[config.mk]
export PLATFORM = sky130hd
export DESIGN_NAME = ice_rail_sequencer
export DESIGN_NICKNAME = d
export VERILOG_FILES = /design/src/rtl/ice_rail_sequencer.sv
export SDC_FILE = /design/constraint.sdc
export NUM_CORES = 1
export LEC_CHECK = 0
export ABC_CLOCK_PERIOD_IN_PS = 2300
export CAP_MARGIN = 5
export CORE_MARGIN = 8
export CORE_UTILIZATION = 25
export DETAILED_ROUTE_END_ITERATION = 10
export GPL_ROUTABILITY_DRIVEN = 0
export SYNTH_ARGS = -nofsm -noshare
export SYNTH_HDL_FRONTEND = slang
export SYNTH_SLANG_ARGS = --single-unit
[constraint.sdc]
create_clock -name sclk -period 2.3 [get_ports sclk]
set_input_delay 0.46 -clock sclk [delete_from_list [all_inputs] [get_ports sclk]]
set_output_delay 0.46 -clock sclk [all_outputs]
set_load 0.05 [all_outputs]
[src/rtl/ice_rail_sequencer.sv]
// iCE rail power sequencer: ramp, settle, ready, with bounded retries and a sticky fault.
// Optional rail_pgood 4-sample filter enabled by defining SEQ_PGOOD_FILTER_EN.
module ice_rail_sequencer #(
    parameter int unsigned SETTLE_CYCLES  = 64,
    parameter int unsigned TIMEOUT_CYCLES = 1024,
    parameter int unsigned CNT_W          = 11,
    parameter int unsigned RETRY_MAX      = 3
) (
    input  logic       sclk,
    input  logic       n_ice_reset,
    input  logic       ice_power,
    input  logic       main_en,
    input  logic       rail_pgood,
    output logic       ice_rail_en,
    output logic       seq_ready,
    output logic       seq_fault,
    output logic [1:0] retry_cnt,
    output logic [2:0] seq_state
);

    typedef enum logic [2:0] {
        S_OFF     = 3'd0,
        S_RAMP    = 3'd1,
        S_SETTLE  = 3'd2,
        S_READY   = 3'd3,
        S_BACKOFF = 3'd4,
        S_FAULT   = 3'd5
    } state_e;

    localparam logic [CNT_W-1:0] TIMEOUT_LAST = CNT_W'(TIMEOUT_CYCLES - 1);
    localparam logic [CNT_W-1:0] SETTLE_LAST  = CNT_W'(SETTLE_CYCLES - 1);
    localparam logic [1:0]       RETRY_LIM    = 2'(RETRY_MAX);

    state_e           state_q, state_d;
    logic [CNT_W-1:0] cnt_q, cnt_d;
    logic [1:0]       retry_q, retry_d, retry_sat;
    logic             rail_en_q, rail_en_d;
    logic             ready_q, ready_d;
    logic             fault_q, fault_d;
    logic             pgood;

`ifdef SEQ_PGOOD_FILTER_EN
    logic [3:0] pg_hist_q, pg_hist_d;
    logic       pg_filt_q, pg_filt_d;

    // Filtered level only flips once the last four samples (including this one) agree.
    always_comb begin
        pg_hist_d = {pg_hist_q[2:0], rail_pgood};
        pg_filt_d = pg_filt_q;
        if (&pg_hist_d)
            pg_filt_d = 1'b1;
        else if (~|pg_hist_d)
            pg_filt_d = 1'b0;
    end

    always_ff @(posedge sclk or posedge n_ice_reset) begin
        if (n_ice_reset) begin
            pg_hist_q <= '0;
            pg_filt_q <= 1'b0;
        end else begin
            pg_hist_q <= pg_hist_d;
            pg_filt_q <= pg_filt_d;
        end
    end

    assign pgood = pg_filt_q;
`else
    assign pgood = rail_pgood;
`endif

    assign retry_sat = (retry_q == RETRY_LIM) ? retry_q : retry_q + 2'd1;

    always_comb begin
        state_d = state_q;
        cnt_d   = cnt_q;
        retry_d = retry_q;

        // Losing the request or the main rail drops every active state to OFF without a retry.
        if ((state_q inside {S_RAMP, S_SETTLE, S_READY, S_BACKOFF}) && !(ice_power && main_en)) begin
            state_d = S_OFF;
            cnt_d   = '0;
        end else begin
            case (state_q)
                S_OFF: begin
                    if (ice_power && main_en) begin
                        state_d = S_RAMP;
                        cnt_d   = '0;
                    end
                end
                S_RAMP: begin
                    if (pgood) begin
                        state_d = S_SETTLE;
                        cnt_d   = '0;
                    end else if (cnt_q == TIMEOUT_LAST) begin
                        state_d = S_BACKOFF;
                        retry_d = retry_sat;
                        cnt_d   = '0;
                    end else begin
                        cnt_d = cnt_q + CNT_W'(1);
                    end
                end
                S_SETTLE: begin
                    if (!pgood) begin
                        state_d = S_BACKOFF;
                        retry_d = retry_sat;
                        cnt_d   = '0;
                    end else if (cnt_q == SETTLE_LAST) begin
                        state_d = S_READY;
                        cnt_d   = '0;
                    end else begin
                        cnt_d = cnt_q + CNT_W'(1);
                    end
                end
                S_READY: begin
                    if (!pgood) begin
                        state_d = S_BACKOFF;
                        retry_d = retry_sat;
                        cnt_d   = '0;
                    end
                end
                S_BACKOFF: begin
                    if (cnt_q == SETTLE_LAST) begin
                        state_d = (retry_q == RETRY_LIM) ? S_FAULT : S_OFF;
                        cnt_d   = '0;
                    end else begin
                        cnt_d = cnt_q + CNT_W'(1);
                    end
                end
                S_FAULT: begin
                end
                default: begin
                    state_d = S_OFF;
                    cnt_d   = '0;
                end
            endcase
        end

        // Outputs are decoded from the next state so the flops track the state register.
        rail_en_d = (state_d == S_RAMP) || (state_d == S_SETTLE) || (state_d == S_READY);
        ready_d   = (state_d == S_READY);
        fault_d   = (state_d == S_FAULT);
    end

    always_ff @(posedge sclk or posedge n_ice_reset) begin
        if (n_ice_reset) begin
            state_q   <= S_OFF;
            cnt_q     <= '0;
            retry_q   <= '0;
            rail_en_q <= 1'b0;
            ready_q   <= 1'b0;
            fault_q   <= 1'b0;
        end else begin
            state_q   <= state_d;
            cnt_q     <= cnt_d;
            retry_q   <= retry_d;
            rail_en_q <= rail_en_d;
            ready_q   <= ready_d;
            fault_q   <= fault_d;
        end
    end

    assign ice_rail_en = rail_en_q;
    assign seq_ready   = ready_q;
    assign seq_fault   = fault_q;
    assign retry_cnt   = retry_q;
    assign seq_state   = state_q;

endmodule

==> metrics.csv <==
metric,value,unit
result of the run,finished clean,
number of nets in the finished design,154,
initial cell density of the core,26.1,%
Worst Path Required,1840,ps
total of fill cells in the finished design,475,
master of the slowest instance on the critical path,sky130_fd_sc_hd__clkdlybuf4s50_1,
clock insertion delay at the later pin of the skew report,250,ps
Synth warnings,0,
maximum level of the CTS H-tree,1,
multi-input gate area in the final layout,632,µm²
post-detailed-route DRC marker count,0,
maximum number of pins on one net before global-route repair,20,
most instantiated flip-flop cell in the synthesis netlist,sky130_fd_sc_hd__dfrtp_1,
post-place setup slack,2.03,ps
hold-fix buffers at CTS,0,
cells taking the most area after synthesis,"sky130_fd_sc_hd__dfrtp_1 (41%), sky130_fd_sc_hd__nand2_1 (5.6%), sky130_fd_sc_hd__nor2_1 (3.9%)",
"Core Util, Final",32.1,%
cell area after technology mapping,1150,µm²
number of global-route vias before repair,905,
final hold violation count,0,
total wire length,2.51,mm
gate count after technology mapping,127,
Max rail drop VDD,0.314,mV
leakage dissipation,0.000602,µW
synthesized net count,134,
slew at the pin closest to its max-slew limit,501,ps
highest fanout seen on the critical path,14,
total power divided by cell area,820,nW/µm²
CP Buf/Inv Count,1,
register bit total from synthesis,19,
Placeable Area,4380,µm²
# rows,24,
crit path DAT,1750,ps
Vias/cell,5.13,
GR Overflow Total,0,
Die ar.,7010,µm²
root buffer cell,sky130_fd_sc_hd__clkbuf_8,
ordered list of cells on the worst path,clkdlybuf4s50_1,
total power after layout,1150,µW
number of CTS-inserted buffers,3,
setup repair after global routing missed its margin,false,
total area of sequential cells,475,µm²
number of endpoints failing setup at the final stage,0,
antenna violation net count after detailed routing,0,
initial antenna violation count,0,
Crit Path Class,flop to output pin,
"Reg clk slew, reported paths",60,ps
average footprint of a synthesized cell,9.02,µm²
Async SR Flop Fraction,100,%
"Seq/Total Area, Yosys",41.5,%
Slew headroom,66.5,%
post-synthesis cell type count,39,
capturing element type of the critical path,output pin,
portion of synthesized cell area occupied by the leading cell type,41.5,%
ANT cells,0,
Die W,83.7,µm
number of buffers inserted by post-CTS setup repair,0,
Max-Cap Viols,0,
cell family with most CP delay,buffers and inverters,
critical path startpoint category,flop,
biggest area consumer among synthesized cells,sky130_fd_sc_hd__dfrtp_1,
fin worst setup slack,93.7,ps
1st-iter DRT viols,100,
number of enable-type register cells in the synthesized netlist,0,
fraction of layout cells with a size suffix above 1,13.7,%
summed negative setup slack over all endpoints,0,ps
hpwl dp,1.89,mm
Die H,83.7,µm
TritonCTS clock tree,done,
achievable frequency,453,MHz
vias after detailed routing,1016,
number of slew-limit violations in the final report,0,
total track usage,7.27,%
worst hold-check path type,flop to flop,
number of buffers on the longest clock path,2,
sinks on the clock net,19,
quantity of I/O buffers inserted on ports,12,
final period demand of the worst path,2210,ps
routed wirelength normalized by instance count,12.7,µm
Layout area overhead,22.7,%
first-pass GRT wire length,4.40,mm
number of cells upsized or downsized after cts,0,
Initial DRT Pass Iterations,4,
Max Clock Skew,5.75,ps
I/O pin cnt,13,
maximum cell stage delay along the critical path,890,ps
Final Cycle Share,95.9,%
-- layout by cell type (no fill, tap or decap), types with 2 or more instances in the layout --
master / Yosys / routed
sky130_fd_sc_hd__a21oi_1: 7 / 7
sky130_fd_sc_hd__a22o_1: 3 / 3
sky130_fd_sc_hd__a31oi_1: 5 / 5
sky130_fd_sc_hd__and2_1: 2 / 2
sky130_fd_sc_hd__and3_1: 3 / 3
sky130_fd_sc_hd__buf_4: 2 / 9
sky130_fd_sc_hd__clkbuf_8: 0 / 3
sky130_fd_sc_hd__clkdlybuf4s50_1: 0 / 11
sky130_fd_sc_hd__dfrtp_1: 19 / 19
sky130_fd_sc_hd__ha_1: 2 / 2
sky130_fd_sc_hd__inv_1: 3 / 3
sky130_fd_sc_hd__mux2_2: 2 / 2
sky130_fd_sc_hd__nand2_1: 17 / 17
sky130_fd_sc_hd__nand3_1: 5 / 5
sky130_fd_sc_hd__nand3b_1: 3 / 3
sky130_fd_sc_hd__nor2_1: 12 / 12
sky130_fd_sc_hd__nor3_1: 5 / 5
sky130_fd_sc_hd__nor4b_1: 2 / 2
sky130_fd_sc_hd__o21a_1: 2 / 2
sky130_fd_sc_hd__o21ai_0: 7 / 7
sky130_fd_sc_hd__or4_4: 2 / 2
sky130_fd_sc_hd__xnor2_1: 2 / 2
sky130_fd_sc_hd__xor2_1: 3 / 3
-- worst paths after layout --
path                                          start                        to  slack [ps]  cells past startpoint
setup / recovery             seq_state[0]$_DFF_PP0_              seq_state[0]          90                      1
hold / removal             retry_cnt[0]$_DFFE_PP0P_  retry_cnt[0]$_DFFE_PP0P_         500                      1
setup reg to reg               cnt_q[1]$_DFFE_PP0P_  retry_cnt[1]$_DFFE_PP0P_         300                      6
hold reg to reg            retry_cnt[0]$_DFFE_PP0P_  retry_cnt[0]$_DFFE_PP0P_         500                      1
max in group asynchronous               n_ice_reset      cnt_q[6]$_DFFE_PP0P_        1570                      3
min in group asynchronous               n_ice_reset      cnt_q[4]$_DFFE_PP0P_         530                      3
-- cells by family after synthesis --
group	Yosys count	synth area share (%)
muxes	2	1.96
AOI/OAI and AO/OA	33	19.9
xor gates and xnor gates	5	3.82
DFF	19	41.5
buffers and inverters	8	3.38
adders and majority gates	2	2.18
and+or+nand+nor	58	27.3
-- cells in the mapped netlist (all sizes together) (2+ instances only) --
cell type and instances:
a21oi 7, and3 3, nor4b 3, mux2 2, xor2 3, o21a 2
a31oi 6, and2 2, xnor2 2, nand3 5, dfrtp 19, clkbuf 2
nand2 17, nor2 12, or4 2, nor3 5, inv 3, buf 3
a22o 3, o21ai 8, ha 2, nand3b 3
-- final cells by class --
cell class | instances | share of cell area [%]
sequential | 19 | 33.8
inverter | 3 | 0.801
clock buffer | 4 | 3.20
tap | 52 | 4.63
timing repair buffer | 20 | 12.6
multi-input combinational | 100 | 44.9
-- per-stage QoR --
step	area, µm²	hold WS [ps]	instances
3_3_place_gp	1360	483	194
2_1_floorplan	1150	411	127
3_5_place_dp	1360	500	194
5_1_grt	1410	518	198
4_1_cts	1410	512	198
6_report	1410	503	198
-- registers in the layout, indices dropped and copies added, names as in the netlist --
signal	flops
cnt_q	11
seq_state	3
retry_cnt	2
ice_rail_en	1
seq_fault	1
seq_ready	1
-- where the power goes --
part | internal [µW] | switching (µW)
Sequential | 371 | 66.7
Combinational | 181 | 310
Clock | 123 | 102
Total | 675 | 479
-- layer usage --
layer	vias up	track usage, %	share of wire, %
li1	504	-	-
met4	0	2.83	1.4
met3	2	1.95	3.1
met1	494	10.4	53
met5	-	0	0
met2	16	9.89	42
Note: power is estimated with default switching activity, not from simulation.
